--- config.mk ---
export PLATFORM = sky130hd
export DESIGN_NAME = pkt_enq_framer
export DESIGN_NICKNAME = d
export VERILOG_FILES = /design/src/rtl/pkt_enq_framer.sv
export SDC_FILE = /design/constraint.sdc
export NUM_CORES = 2
export LEC_CHECK = 0
export ABC_CLOCK_PERIOD_IN_PS = 4900
export CORE_ASPECT_RATIO = 1.75
export CORE_MARGIN = 4
export CORE_UTILIZATION = 62
export CTS_BUF_LIST = sky130_fd_sc_hd__clkbuf_16
export DETAILED_ROUTE_END_ITERATION = 10
export PLACE_DENSITY = 0.79
export SYNTH_ARGS = -nofsm -noshare
export SYNTH_HDL_FRONTEND = slang
export SYNTH_SLANG_ARGS = --single-unit
--- constraint.sdc ---
create_clock -name pck_proc_int_mem_fsm_clk -period 4.9 [get_ports pck_proc_int_mem_fsm_clk]
set_input_delay 0.49 -clock pck_proc_int_mem_fsm_clk [delete_from_list [all_inputs] [get_ports pck_proc_int_mem_fsm_clk]]
set_output_delay 0.49 -clock pck_proc_int_mem_fsm_clk [all_outputs]
set_load 0.005 [all_outputs]
--- src/rtl/pkt_enq_framer.sv ---
// pkt_enq_framer
// Store-and-forward framer in front of the packet processor. Buffers one
// complete upstream packet to learn its length, then replays it on the
// processor enqueue interface. Oversize packets are discarded.
//
// Ports:
//   pck_proc_int_mem_fsm_clk    clock
//   pck_proc_int_mem_fsm_sw_rst synchronous active-high reset
//   s_valid/s_ready/s_data/s_last  upstream word stream with end-of-packet
//   enq_req, in_sop, in_eop, wr_data_i  enqueue word strobe and framing
//   pck_len_valid, pck_len_i    packet length, qualified with in_sop
//   pck_proc_full               processor full: stalls replay
//   pck_proc_almost_full        processor almost full: holds packet start
//   busy                        framer not idle
//   pkt_sent_cnt, pkt_drop_cnt  wrapping statistics counters
module pkt_enq_framer #(
  parameter int DATA_W    = 32,
  parameter int LEN_W     = 12,
  parameter int MAX_WORDS = 64,
  parameter int CNT_W     = 16
) (
  input  logic              pck_proc_int_mem_fsm_clk,
  input  logic              pck_proc_int_mem_fsm_sw_rst,
  input  logic              s_valid,
  output logic              s_ready,
  input  logic [DATA_W-1:0] s_data,
  input  logic              s_last,
  output logic              enq_req,
  output logic              in_sop,
  output logic              in_eop,
  output logic [DATA_W-1:0] wr_data_i,
  output logic              pck_len_valid,
  output logic [LEN_W-1:0]  pck_len_i,
  input  logic              pck_proc_full,
  input  logic              pck_proc_almost_full,
  output logic              busy,
  output logic [CNT_W-1:0]  pkt_sent_cnt,
  output logic [CNT_W-1:0]  pkt_drop_cnt
);

  localparam int AW = (MAX_WORDS > 1) ? $clog2(MAX_WORDS) : 1;
  localparam logic [LEN_W-1:0] MAX_LEN = LEN_W'(MAX_WORDS);
  localparam logic [LEN_W-1:0] ONE     = LEN_W'(1);

  typedef enum logic [2:0] {
    S_IDLE, S_FILL, S_WAIT_ROOM, S_SEND, S_DROP
  } state_t;

  state_t             state_q, state_d;
  logic [LEN_W-1:0]   wr_ptr_q, wr_ptr_d;
  logic [LEN_W-1:0]   rd_ptr_q, rd_ptr_d;
  logic [LEN_W-1:0]   len_q, len_d;
  logic [CNT_W-1:0]   sent_q, sent_d;
  logic [CNT_W-1:0]   drop_q, drop_d;
  logic               enq_req_q, enq_req_d;
  logic               in_sop_q, in_sop_d;
  logic               in_eop_q, in_eop_d;
  logic               len_vld_q, len_vld_d;
  logic [DATA_W-1:0]  wdata_q, wdata_d;
  logic [LEN_W-1:0]   pck_len_q, pck_len_d;

  logic [DATA_W-1:0]  mem_q [MAX_WORDS];
  logic               mem_we;
  logic [AW-1:0]      mem_waddr;
  logic               accept;

  assign s_ready = (state_q == S_IDLE) || (state_q == S_FILL) || (state_q == S_DROP);
  assign accept  = s_valid && s_ready;

  always_comb begin
    state_d   = state_q;
    wr_ptr_d  = wr_ptr_q;
    rd_ptr_d  = rd_ptr_q;
    len_d     = len_q;
    sent_d    = sent_q;
    drop_d    = drop_q;
    // Enqueue strobes and data are single-cycle; only the length holds.
    enq_req_d = 1'b0;
    in_sop_d  = 1'b0;
    in_eop_d  = 1'b0;
    len_vld_d = 1'b0;
    wdata_d   = '0;
    pck_len_d = pck_len_q;
    mem_we    = 1'b0;
    mem_waddr = wr_ptr_q[AW-1:0];

    case (state_q)
      S_IDLE: begin
        if (accept) begin
          mem_we    = 1'b1;
          mem_waddr = '0;
          wr_ptr_d  = ONE;
          if (s_last) begin
            len_d   = ONE;
            state_d = S_WAIT_ROOM;
          end else begin
            state_d = S_FILL;
          end
        end
      end
      S_FILL: begin
        if (accept) begin
          if (wr_ptr_q == MAX_LEN) begin
            // Buffer already full: this packet cannot be replayed.
            wr_ptr_d = '0;
            if (s_last) begin
              drop_d  = drop_q + 1'b1;
              state_d = S_IDLE;
            end else begin
              state_d = S_DROP;
            end
          end else begin
            mem_we   = 1'b1;
            wr_ptr_d = wr_ptr_q + ONE;
            if (s_last) begin
              len_d   = wr_ptr_q + ONE;
              state_d = S_WAIT_ROOM;
            end
          end
        end
      end
      S_WAIT_ROOM: begin
        if (!pck_proc_full && !pck_proc_almost_full) begin
          enq_req_d = 1'b1;
          in_sop_d  = 1'b1;
          len_vld_d = 1'b1;
          pck_len_d = len_q;
          in_eop_d  = (len_q == ONE);
          wdata_d   = mem_q[0];
          rd_ptr_d  = ONE;
          state_d   = S_SEND;
        end
      end
      S_SEND: begin
        // rd_ptr == len means the word now on the outputs is the last one;
        // it is committed regardless of full.
        if (rd_ptr_q == len_q) begin
          sent_d   = sent_q + 1'b1;
          rd_ptr_d = '0;
          wr_ptr_d = '0;
          state_d  = S_IDLE;
        end else if (!pck_proc_full) begin
          enq_req_d = 1'b1;
          wdata_d   = mem_q[rd_ptr_q[AW-1:0]];
          in_eop_d  = ((rd_ptr_q + ONE) == len_q);
          rd_ptr_d  = rd_ptr_q + ONE;
        end
      end
      S_DROP: begin
        if (accept && s_last) begin
          drop_d   = drop_q + 1'b1;
          wr_ptr_d = '0;
          state_d  = S_IDLE;
        end
      end
      default: state_d = S_IDLE;
    endcase
  end

  always_ff @(posedge pck_proc_int_mem_fsm_clk) begin
    if (pck_proc_int_mem_fsm_sw_rst) begin
      state_q   <= S_IDLE;
      wr_ptr_q  <= '0;
      rd_ptr_q  <= '0;
      len_q     <= '0;
      sent_q    <= '0;
      drop_q    <= '0;
      enq_req_q <= 1'b0;
      in_sop_q  <= 1'b0;
      in_eop_q  <= 1'b0;
      len_vld_q <= 1'b0;
      wdata_q   <= '0;
      pck_len_q <= '0;
    end else begin
      state_q   <= state_d;
      wr_ptr_q  <= wr_ptr_d;
      rd_ptr_q  <= rd_ptr_d;
      len_q     <= len_d;
      sent_q    <= sent_d;
      drop_q    <= drop_d;
      enq_req_q <= enq_req_d;
      in_sop_q  <= in_sop_d;
      in_eop_q  <= in_eop_d;
      len_vld_q <= len_vld_d;
      wdata_q   <= wdata_d;
      pck_len_q <= pck_len_d;
    end
  end

  // Packet storage carries no reset; pointers decide what is valid.
  always_ff @(posedge pck_proc_int_mem_fsm_clk) begin
    if (mem_we) mem_q[mem_waddr] <= s_data;
  end

  assign enq_req       = enq_req_q;
  assign in_sop        = in_sop_q;
  assign in_eop        = in_eop_q;
  assign pck_len_valid = len_vld_q;
  assign wr_data_i     = wdata_q;
  assign pck_len_i     = pck_len_q;
  assign busy          = (state_q != S_IDLE);
  assign pkt_sent_cnt  = sent_q;
  assign pkt_drop_cnt  = drop_q;

endmodule

==> reports/qor.csv <==
stage;metric;value;unit
setup_path;crit-path max FO;32;
clock_network;Clock Latency Late Sink;0.83;ns
drt;drt total wl;207100;um
timing;f_max;270.6;MHz
die;Die ar.;0.1415;mm2
drt;Residual DRC;0;
setup_path;WS Path Type;reg2reg;
timing;setup ws final;1.205;ns
setup_path;CP startpoint;wr_ptr_q[0]$_SDFFE_PP0P_;
placement;DPL Wire Length;126300;um
layout;layout cells sized above 1;19.66;%
clock_network;H-tree levels;4;
placement;RePlAce Congestion;0.9603;
grt;GRT overflow;0;
drt;Vias;43770;
setup_path;crit path DAT;4.12;ns
setup_path;most frequent CP cell;nand3_1;
clock_network;clk sinks;2172;
layout;nets;4566;
timing;Rel. slew slack;16.10;%
die;# IOs;120;
synth;post-synthesis register bit count;2172;
synth;area share of the leading cell type in the synthesized netlist;73.28;%
timing;# setup viols final;0;
grt;initial antenna violation count;6;
layout;synth-to-layout area growth;11.92;%
timing;WHS;0.1195;ns
synth;most frequent cell after synthesis;edfxtp_1;
clock_network;number of buffers created by CTS;178;
synth;Post-synth EDFFs;2048;
synth;dominant cell type by area after synthesis;edfxtp_1;
clock_network;CTS tree;done;
synth;Syn Nets;4357;
timing;Final Hold Fails;0;
grt;pin count of the biggest net entering global routing;80;
pwr;Max VDD drop;0.0003443;V
timing;Slew Limit Fails;0;
synth;Synth area leaders;edfxtp_1, mux4_2, mux2i_1;
synth;Mapped Cells;4313;
synth;ys flop type;edfxtp_1;
pwr;pwr dens;380.1;mW/mm2
synth;Seq/Total Area, Yosys;76.24;%
job;max_cap viols;0;
drt;drt initial violations;5856;
setup_path;Worst R2R Start;wr_ptr_q[0]$_SDFFE_PP0P_;
synth;Yosys warning total;0;
timing;Setup TNS;0;ns
clock_network;Hold-fix buffers, CTS;0;
setup_path;delay of the slowest critical-path stage;0.94;ns
die;# rows;178;
layout;fin cells;6481;
setup_path;CP Data Required Time;5.33;ns
placement;total placed instance area;0.08805;mm2
hold_path;hold crit path type;in2reg;
timing;RSZ-0062 raised after global routing;false;
clock_network;post-CTS setup buffers;0;
timing;Worst Clk Skew;0.03615;ns
setup_path;Setup crit end kind;register;
grt;vias in the first global route;44550;
die;chip width;286.1;um
timing;crit share post-route;75.41;%
clock_network;CTS clk-pin slew, worst paths;0.07;ns
setup_path;critical path, cell by cell;inv_1, ha_1, nor4b_1, nand3_1, nand3_1, or4_1, nor2_4;
pwr;LEAKAGE;28.12;nW
layout;Util after Layout;69.83;%
drt;wire length per cell;31.95;um
grt;global-route wire length before repair;301900;um
clock_network;Resized cells post-CTS;0;
drt;post-route ant nets;0;
synth;Post-synth top cells;edfxtp_1, mux2i_1, mux4_2;
synth;Yosys cell types;71;
run_status;status;completed;
pwr;Power Total;35.71;mW
clock_network;clock root buffer;clkbuf_16;
synth;syn_area_per_cell;19.46;um2
die;core area;0.1345;mm2
placement;dpl cells;6142;
hold_path;hold path start;s_data[23];
setup_path;slowest CP cell;nor2_4;
drt;vias per cell;6.753;
synth;async set-reset flop share out of synthesis;0;%
placement;dpl ws;1.117;ns
drt;drt pass-1 iters;9;
die;Initial Utilization;62.39;%
grt;Global Route Usage Sum;29.57;%
timing;slew at the pin with the worst max-slew slack;1.259;ns
setup_path;CP startpoint kind;register;
synth;Cell Area, Synth;0.08392;mm2
placement;# port buffers;119;
clock_network;Clock Tree Buf Depth;3;
timing;minimum clock period;3.695;ns
die;die height;494.7;um
layout;final instance area;0.09393;mm2
path summary, 6_finish.rpt:
| check | to | slack [ns] | depth (start not counted) |
|---|---|---|---|
| setup / recovery | mem_q[43][28]$_DFFE_PP_ | 1.20 | 7 |
| hold reg to reg | pck_len_i[10]$_SDFFE_PP0P_ | 0.46 | 2 |
| hold / removal | mem_q[57][23]$_DFFE_PP_ | 0.12 | 1 |
| setup reg to reg | mem_q[43][28]$_DFFE_PP_ | 1.20 | 7 |
critical path: cells and delay by family (launching register included):
family / cells / cell delay (ns)
fa+ha+maj: 1 / 0.24
simple gates: 5 / 2.36
buf+inv: 1 / 0.17
flops: 1 / 0.50
logic make-up (layout without fill, tap and decap cells):
kind of cell | Yosys count | count (layout) | share of synthesized area [%]
adders and majority gates | 6 | 6 | 0.08945
xor gates and xnor gates | 56 | 56 | 0.6202
and+or+nand+nor | 535 | 535 | 2.921
muxes | 731 | 731 | 14.09
buffers and inverters | 274 | 635 | 1.516
AOI/OAI and AO/OA | 539 | 539 | 4.522
DFF | 2172 | 2172 | 76.24
other | 0 | 7 | 0
cell usage in the layout, fill, tap and decap left out, drive strengths merged, types with 14 or more instances in the layout:
| cell type | Yosys | final |
|---|---|---|
| nor2 | 206 | 206 |
| a22oi | 97 | 97 |
| bufinv | 0 | 17 |
| mux4 | 360 | 360 |
| o21ai | 50 | 50 |
| nand4 | 22 | 22 |
| xor2 | 25 | 25 |
| dfxtp | 124 | 124 |
| a32o | 30 | 30 |
| a22o | 30 | 30 |
| a221oi | 33 | 33 |
| nand3 | 40 | 40 |
| nor2b | 14 | 14 |
| a21oi | 140 | 140 |
| clkdlybuf4s50 | 0 | 86 |
| inv | 13 | 68 |
| nand2 | 161 | 161 |
| a311oi | 63 | 63 |
| clkinv | 0 | 62 |
| a211oi | 35 | 35 |
| nor3 | 20 | 20 |
| o22ai | 30 | 30 |
| mux2i | 366 | 366 |
| buf | 143 | 204 |
| clkbuf | 118 | 186 |
| edfxtp | 2048 | 2048 |
| xnor2 | 31 | 31 |
per-layer routing:
metal / vias to the layer above / global-route usage (%) / share of wire (%)
li1: 18100 / - / -
met1: 22280 / 36.29 / 32
met2: 2806 / 51.65 / 53
met3: 577 / 5.053 / 9.4
met4: 2 / 13.95 / 5.6
met5: - / 0 / 0.0034
sequential cells by signal, summed over array words and instances, names as in the netlist, 3 cells and up, named ones only:
name	cells
len_q	12
mem_q	2048
pck_len_i	12
wr_ptr_q	12
pkt_sent_cnt	16
state_q	3
pkt_drop_cnt	16
wr_data_i	32
rd_ptr_q	12
power by group:
group	leakage [nW]	switching, mW	internal, mW
Sequential	19.4	0.0420	20.3
Clock	3.01	6.45	7.81
Combinational	5.69	0.749	0.333
area by class of cell:
class	instances	area, um2
fillers	7993	40590
multi-input cells	1867	19200
well taps	1800	2252
flip-flops and latches	2172	64000
inverters	13	48.80
repair buffers	290	2547
clock inverters	146	1211
clock buffers	186	4654
diodes	7	17.52
Power figures use the tool's default switching activity.
